File: src/rtl/gd_update_sequencer.sv
// Initiator for the gradient_descent update interface: streams weight/gradient
// pairs from two synchronous read ports into gradient_descent, collects each
// W_updated/done response and writes it back to weight memory at its address.
module gd_update_sequencer #(
   parameter int unsigned WIDTH           = 16,
   parameter int unsigned ADDR_W          = 4,
   parameter int unsigned MAX_OUTSTANDING = 4
) (
   input  logic              clk,
   input  logic              rst,
   input  logic              start_in,
   input  logic [ADDR_W:0]   len_in,
   input  logic [WIDTH-1:0]  lr_in,
   output logic              rd_en_out,
   output logic [ADDR_W-1:0] rd_addr_out,
   input  logic [WIDTH-1:0]  w_rd_data_in,
   input  logic [WIDTH-1:0]  g_rd_data_in,
   output logic [WIDTH-1:0]  gd_lr_out,
   output logic [WIDTH-1:0]  gd_w_old_out,
   output logic [WIDTH-1:0]  gd_grad_out,
   output logic              gd_valid_out,
   input  logic [WIDTH-1:0]  gd_w_updated_in,
   input  logic              gd_done_in,
   output logic              wr_en_out,
   output logic [ADDR_W-1:0] wr_addr_out,
   output logic [WIDTH-1:0]  wr_data_out,
   output logic              busy_out,
   output logic              done_out,
   output logic              err_out
);

   localparam int unsigned PtrW = (MAX_OUTSTANDING > 1) ? $clog2(MAX_OUTSTANDING) : 1;
   localparam int unsigned CntW = $clog2(MAX_OUTSTANDING + 1);
   localparam logic [ADDR_W:0] MaxLen = {1'b1, {ADDR_W{1'b0}}};

   typedef enum logic [1:0] {StIdle, StRun, StDrain, StDone} state_e;

   state_e              state_q, state_d;
   logic [ADDR_W:0]     len_q;
   logic [WIDTH-1:0]    lr_q;
   logic [ADDR_W-1:0]   addr_q;
   logic [CntW-1:0]     outst_q, outst_d;
   logic                rd_v1_q;
   logic [ADDR_W-1:0]   tag1_q;
   logic                gd_valid_q;
   logic [WIDTH-1:0]    gd_w_old_q, gd_grad_q;
   logic [ADDR_W-1:0]   tag_mem [MAX_OUTSTANDING];
   logic [PtrW-1:0]     wptr_q, rptr_q;
   logic [CntW-1:0]     cnt_q;
   logic                wr_en_q;
   logic [ADDR_W-1:0]   wr_addr_q;
   logic [WIDTH-1:0]    wr_data_q;
   logic                err_q;

   logic                rd_en, last_rd, start_ok, push, pop;
   logic [ADDR_W:0]     len_clamped;

   // Read issue, throttling and handshake decode
   always_comb begin
      start_ok    = (state_q == StIdle) && start_in;
      len_clamped = (len_in > MaxLen) ? MaxLen : len_in;
      rd_en       = (state_q == StRun) && (outst_q < CntW'(MAX_OUTSTANDING));
      last_rd     = rd_en && ({1'b0, addr_q} == (len_q - 1'b1));
      push        = rd_v1_q;
      // A response only counts when a tag is waiting for it
      pop         = gd_done_in && (cnt_q != '0);
      outst_d     = outst_q + CntW'(rd_en) - CntW'(pop);
   end

   // Next-state logic
   always_comb begin
      state_d = state_q;
      unique case (state_q)
         StIdle:  if (start_in) state_d = (len_clamped != '0) ? StRun : StDone;
         StRun:   if (last_rd) state_d = StDrain;
         StDrain: if (outst_q == '0) state_d = StDone;
         StDone:  state_d = StIdle;
         default: state_d = StIdle;
      endcase
   end

   // State register
   always_ff @(posedge clk or posedge rst) begin
      if (rst) state_q <= StIdle;
      else     state_q <= state_d;
   end

   // Pass control: latched parameters, read address, outstanding count, error flag
   always_ff @(posedge clk or posedge rst) begin
      if (rst) begin
         len_q   <= '0;
         lr_q    <= '0;
         addr_q  <= '0;
         outst_q <= '0;
         err_q   <= 1'b0;
      end else begin
         outst_q <= outst_d;
         if (start_ok) begin
            len_q  <= len_clamped;
            lr_q   <= lr_in;
            addr_q <= '0;
         end else if (rd_en && !last_rd) begin
            addr_q <= addr_q + 1'b1;
         end
         if (start_ok)                        err_q <= 1'b0;
         else if (gd_done_in && cnt_q == '0)  err_q <= 1'b1;
      end
   end

   // Read data pipeline into gradient_descent
   always_ff @(posedge clk or posedge rst) begin
      if (rst) begin
         rd_v1_q    <= 1'b0;
         tag1_q     <= '0;
         gd_valid_q <= 1'b0;
         gd_w_old_q <= '0;
         gd_grad_q  <= '0;
      end else begin
         rd_v1_q    <= rd_en;
         tag1_q     <= addr_q;
         gd_valid_q <= rd_v1_q;
         if (rd_v1_q) begin
            gd_w_old_q <= w_rd_data_in;
            gd_grad_q  <= g_rd_data_in;
         end
      end
   end

   // Tag FIFO: addresses of issued updates awaiting their response, in issue order
   always_ff @(posedge clk or posedge rst) begin
      if (rst) begin
         for (int i = 0; i < int'(MAX_OUTSTANDING); i++) tag_mem[i] <= '0;
         wptr_q <= '0;
         rptr_q <= '0;
         cnt_q  <= '0;
      end else begin
         if (push) begin
            tag_mem[wptr_q] <= tag1_q;
            wptr_q <= (wptr_q == PtrW'(MAX_OUTSTANDING - 1)) ? '0 : wptr_q + 1'b1;
         end
         if (pop) rptr_q <= (rptr_q == PtrW'(MAX_OUTSTANDING - 1)) ? '0 : rptr_q + 1'b1;
         cnt_q <= cnt_q + CntW'(push) - CntW'(pop);
      end
   end

   // Write-back of each accepted response
   always_ff @(posedge clk or posedge rst) begin
      if (rst) begin
         wr_en_q   <= 1'b0;
         wr_addr_q <= '0;
         wr_data_q <= '0;
      end else begin
         wr_en_q <= pop;
         if (pop) begin
            wr_addr_q <= tag_mem[rptr_q];
            wr_data_q <= gd_w_updated_in;
         end
      end
   end

   // Output drive
   always_comb begin
      rd_en_out    = rd_en;
      rd_addr_out  = addr_q;
      gd_lr_out    = lr_q;
      gd_w_old_out = gd_w_old_q;
      gd_grad_out  = gd_grad_q;
      gd_valid_out = gd_valid_q;
      wr_en_out    = wr_en_q;
      wr_addr_out  = wr_addr_q;
      wr_data_out  = wr_data_q;
      busy_out     = (state_q == StRun) || (state_q == StDrain);
      done_out     = (state_q == StDone);
      err_out      = err_q;
   end

endmodule

File: config.mk
export PLATFORM = sky130hd
export DESIGN_NAME = gd_update_sequencer
export DESIGN_NICKNAME = d
export VERILOG_FILES = /design/src/rtl/gd_update_sequencer.sv
export SDC_FILE = /design/constraint.sdc
export NUM_CORES = 1
export LEC_CHECK = 0
export CORE_UTILIZATION = 46
export DETAILED_ROUTE_END_ITERATION = 6
export HOLD_SLACK_MARGIN = 0.12
export PLACE_DENSITY = 0.76
export SLEW_MARGIN = 40
export SYNTH_ARGS = -nofsm -noshare
export SYNTH_HDL_FRONTEND = slang
export SYNTH_SLANG_ARGS = --single-unit
File: constraint.sdc
create_clock -name clk -period 5.95 [get_ports clk]
set_input_delay 1.785 -clock clk [delete_from_list [all_inputs] [get_ports clk]]
set_output_delay 1.785 -clock clk [all_outputs]
set_load 0.01 [all_outputs]
==> impl_summary.md <==
Floorplanning
The die is 103 um wide. The row count is 36. The die is 103 um tall. The overall die area is 10600 um^2. The initial core utilization is 47.8%. The number of placed I/O pins is 151. The core region is 9820 um^2.

Timing
The hold violation count in the final report is 0. The least setup slack across all paths after layout is 1.93 ns. At the pin with the least slew margin, the transition time is 0.593 ns. Setup violations remaining at the end of the flow were counted as 0. The worst clock skew is 0.0103 ns. The number of pins exceeding their max-slew limit in the final report came to 0. The portion of the clock cycle consumed by the worst path in the final layout is 67.6%. Setup repair after global routing left no endpoint under its margin. The time the final worst path needs with I/O delays and setup is 4.02 ns.

In the final timing run, aggregate negative setup slack is 0 ns. The normalized max-slew margin is 60.4%. The final worst hold slack is 0.468 ns. The maximum frequency from static timing analysis is 249 MHz.

Global routing
After global routing the overflow that remains totals 0. The first global-routing pass estimated 16600 um of wire. The global router's overall resource usage is 21.2%. Entering global routing, the biggest net connects 89 pins. The initial antenna violation count is 0. The via count of the first global-routing pass is 3467.

Worst setup path
STA classifies the critical path startpoint as an input pin. For flop-to-flop paths, the worst setup slack is 2.95 ns. The classification of the worst setup path is input pin to flop. The biggest cell delay along the critical path is 0.49 ns. At the worst endpoint, the required time is 6.37 ns. Along the worst path, the maximum fanout reaches 24. Traced cell by cell, the critical path runs through clkdlybuf4s50_1 > nand2b_1 > buf_4 > clkinv_1 > ha_1 > inv_1 > ha_1 > fa_1 > xnor2_1 > xnor2_1.

STA classifies the critical path endpoint as a flop. The critical path's slowest cell is sky130_fd_sc_hd__clkinv_1. Data arrives at the worst endpoint at 4.44 ns.

Clock network
The hold buffer count at cts is 0. Clock latency on the worst-skew pair, taken at its later pin, is 0.50 ns. The clock-pin slew reported for the worst setup and hold paths after clock tree synthesis is 0.05 ns. Clock tree synthesis inserted a total of 17 buffers.

CTS saw 113 sinks. In this run the post-CTS setup repair buffer count came out at 0. The largest buffer count on any clock path is 2. The root buffer cell chosen for the clock tree is sky130_fd_sc_hd__clkbuf_8. After clock tree synthesis, the repair step resized 0 gates.

TritonCTS built the clock tree. The H-tree depth reported by CTS is 4.

Logic synthesis
Sequential cells were found to cover 60.3% of the synthesized design area. By area the synthesized netlist is led by sky130_fd_sc_hd__dfrtp_1, sky130_fd_sc_hd__mux2_2, sky130_fd_sc_hd__nand2_1. Of all cell types, the one taking the most synthesized area is sky130_fd_sc_hd__dfrtp_1. The area fraction of the dominant cell type after synthesis is 60.3%. Synthesis produced a netlist with a net count of 442. The prevailing post-synth register cell is sky130_fd_sc_hd__dfrtp_1. The netlist area before placement is 4690 um^2. The register bit total from synthesis is 113. The warning count from the yosys run is 0. The share of flip-flops with an asynchronous set or reset after synthesis is 100%. The post-synthesis instance total is 351. The average instance in the mapped netlist occupies 13.4 um^2. The number of distinct library cells after synthesis is 36. Counting flops with a built-in enable in the synthesized netlist gives 0.

Finish
The final layout contains 602 nets. Cells with a size suffix above 1 make up 21.0% of the layout. The diode insertion count for antenna repair is 0.

The fill cell instance count of the final layout is 726. The area added between synthesis and finish is 48.3%.

Detailed routing
Across all layers, the routed design uses 3206 vias. In the final routed layout, each cell accounts on average for 15.5 um. For this run, design rule violations remaining after detail routing come to 0. The number of optimization iterations in the first detailed-route pass is 4. For this block, the initial DRC count from the detailed router was 53.

The antenna violation net count after detailed routing is 0. The average via count per standard cell is 4.88. The final layout contains routed wiring with a total length of 10200 um.

Place
The post-placement worst setup slack is 1.39 ns. The HPWL after detailed placement is 6960 um. The routability congestion estimate from global placement is 0.720. The count of input and output buffers is 150.

Pwr
The maximum VDD drop is 0.000264 V. The post-route total power is 3900 uW. The analysis attributes to cell leakage a power of 0.00314 uW. The power density normalized to cell area is 560 nW/um^2.

Worst hold path
The type of the most critical hold path is flop to flop.

Status
The run finished with clean final reports.

Flow run
The max-capacitance violation count is 0.
[state kept, by name, summed over array words and instances (netlist names)]
name and count:
tag_mem 16, err_out 1, rptr_q 2, gd_lr_out 16, gd_grad_out 16, push 1
wr_en_out 1, gd_w_old_out 16, len_q 5, wr_addr_out 4, rd_addr_out 4, tag1_q 4
outst_q 3, gd_valid_out 1, state_q 2, cnt_q 3, wr_data_out 16, wptr_q 2
[routing by layer]
metal,vias to the layer above,global-route usage (%),share of wire (%)
met4,0,7.48,1.6
met3,15,7.53,5.8
li1,1508,-,-
met5,-,0,0
met1,1594,23.6,39
met2,89,37.6,54
[worst paths after layout]
| path | startpoint | cells after the start | to |
|---|---|---|---|
| setup / recovery | gd_done_in | 10 | cnt_q[2]$_DFF_PP0_ |
| hold / removal | wr_data_out[13]$_DFFE_PP0P_ | 2 | wr_data_out[13]$_DFFE_PP0P_ |
| setup reg to reg | cnt_q[1]$_DFF_PP0_ | 10 | cnt_q[2]$_DFF_PP0_ |
| hold reg to reg | wr_data_out[13]$_DFFE_PP0P_ | 2 | wr_data_out[13]$_DFFE_PP0P_ |
| max in group asynchronous | rst | 3 | cnt_q[0]$_DFF_PP0_ |
| min in group asynchronous | rst | 2 | gd_w_old_out[10]$_DFFE_PP0P_ |
[cells in the final DEF (no fill, tap or decap), types with 5 or more instances in the layout]
cell type | synthesis | layout
sky130_fd_sc_hd__mux2_2 | 69 | 69
sky130_fd_sc_hd__clkbuf_16 | 0 | 16
sky130_fd_sc_hd__ha_1 | 16 | 16
sky130_fd_sc_hd__nand2b_1 | 5 | 5
sky130_fd_sc_hd__nor3_1 | 5 | 5
sky130_fd_sc_hd__nand2_1 | 64 | 63
sky130_fd_sc_hd__xnor2_1 | 7 | 7
sky130_fd_sc_hd__dfrtp_1 | 113 | 113
sky130_fd_sc_hd__o21ai_0 | 6 | 6
sky130_fd_sc_hd__inv_1 | 18 | 17
sky130_fd_sc_hd__a21oi_1 | 6 | 6
sky130_fd_sc_hd__clkdlybuf4s50_1 | 0 | 150
[where the power goes]
part           leakage (uW)  switching (uW)  internal [uW]
combinational       0.00144             616            895
clock              0.000305             334            711
sequential          0.00140             227           1120
[worst max-delay path: cells and delay by family]
family        cells  cell delay, ns
buf+inv           4            1.22
fa+ha+maj         3            1.04
xor+xnor          2            0.31
simple gates      1            0.08
[synthesized netlist by cell type (2+ instances only)]
cell and count:
sky130_fd_sc_hd__buf_1 4, sky130_fd_sc_hd__ha_1 16, sky130_fd_sc_hd__inv_1 18, sky130_fd_sc_hd__nand2b_1 5, sky130_fd_sc_hd__a21oi_1 6, sky130_fd_sc_hd__fa_1 2, sky130_fd_sc_hd__mux4_2 4, sky130_fd_sc_hd__nor2_1 2
sky130_fd_sc_hd__mux2i_1 3, sky130_fd_sc_hd__dfrtp_1 113, sky130_fd_sc_hd__xnor2_1 7, sky130_fd_sc_hd__nor3_1 5, sky130_fd_sc_hd__nand2_1 64, sky130_fd_sc_hd__o21ai_0 6, sky130_fd_sc_hd__mux2_2 69, sky130_fd_sc_hd__clkbuf_1 6
sky130_fd_sc_hd__xor2_1 2
[layout make-up]
class	count	area [um^2]	area share, %
clock inverter	10	156	2.25
clock buffer	22	463	6.65
timing repair buffer	153	1520	21.9
inverter	19	78.8	1.13
sequential	113	2830	40.6
multi-input combinational	207	1740	25.0
tap	133	166	2.39
[cell families (layout without fill, tap and decap cells)]
kind of cell               count (synthesis)  in the layout  share of synthesized area [%]
buffers and inverters                     31            204                           2.67
muxes                                     76             76                           19.1
adders and majority gates                 18             18                           5.12
AOI/OAI and AO/OA                         19             19                           2.88
and+or+nand+nor                           84             84                           7.78
DFF                                      113            113                           60.3
xor gates and xnor gates                  10             10                           2.19
[per-stage QoR]
stage | cells | util (%) | area (um^2)
after global routing | 657 | 70.9 | 6960
after global placement | 625 | 64.5 | 6330
after detailed placement | 625 | 64.5 | 6340
after floorplan | 351 | - | 4690
final | 657 | 70.9 | 6960
after CTS | 657 | 70.8 | 6960
No activity file was read; power rests on OpenSTA's default activity.
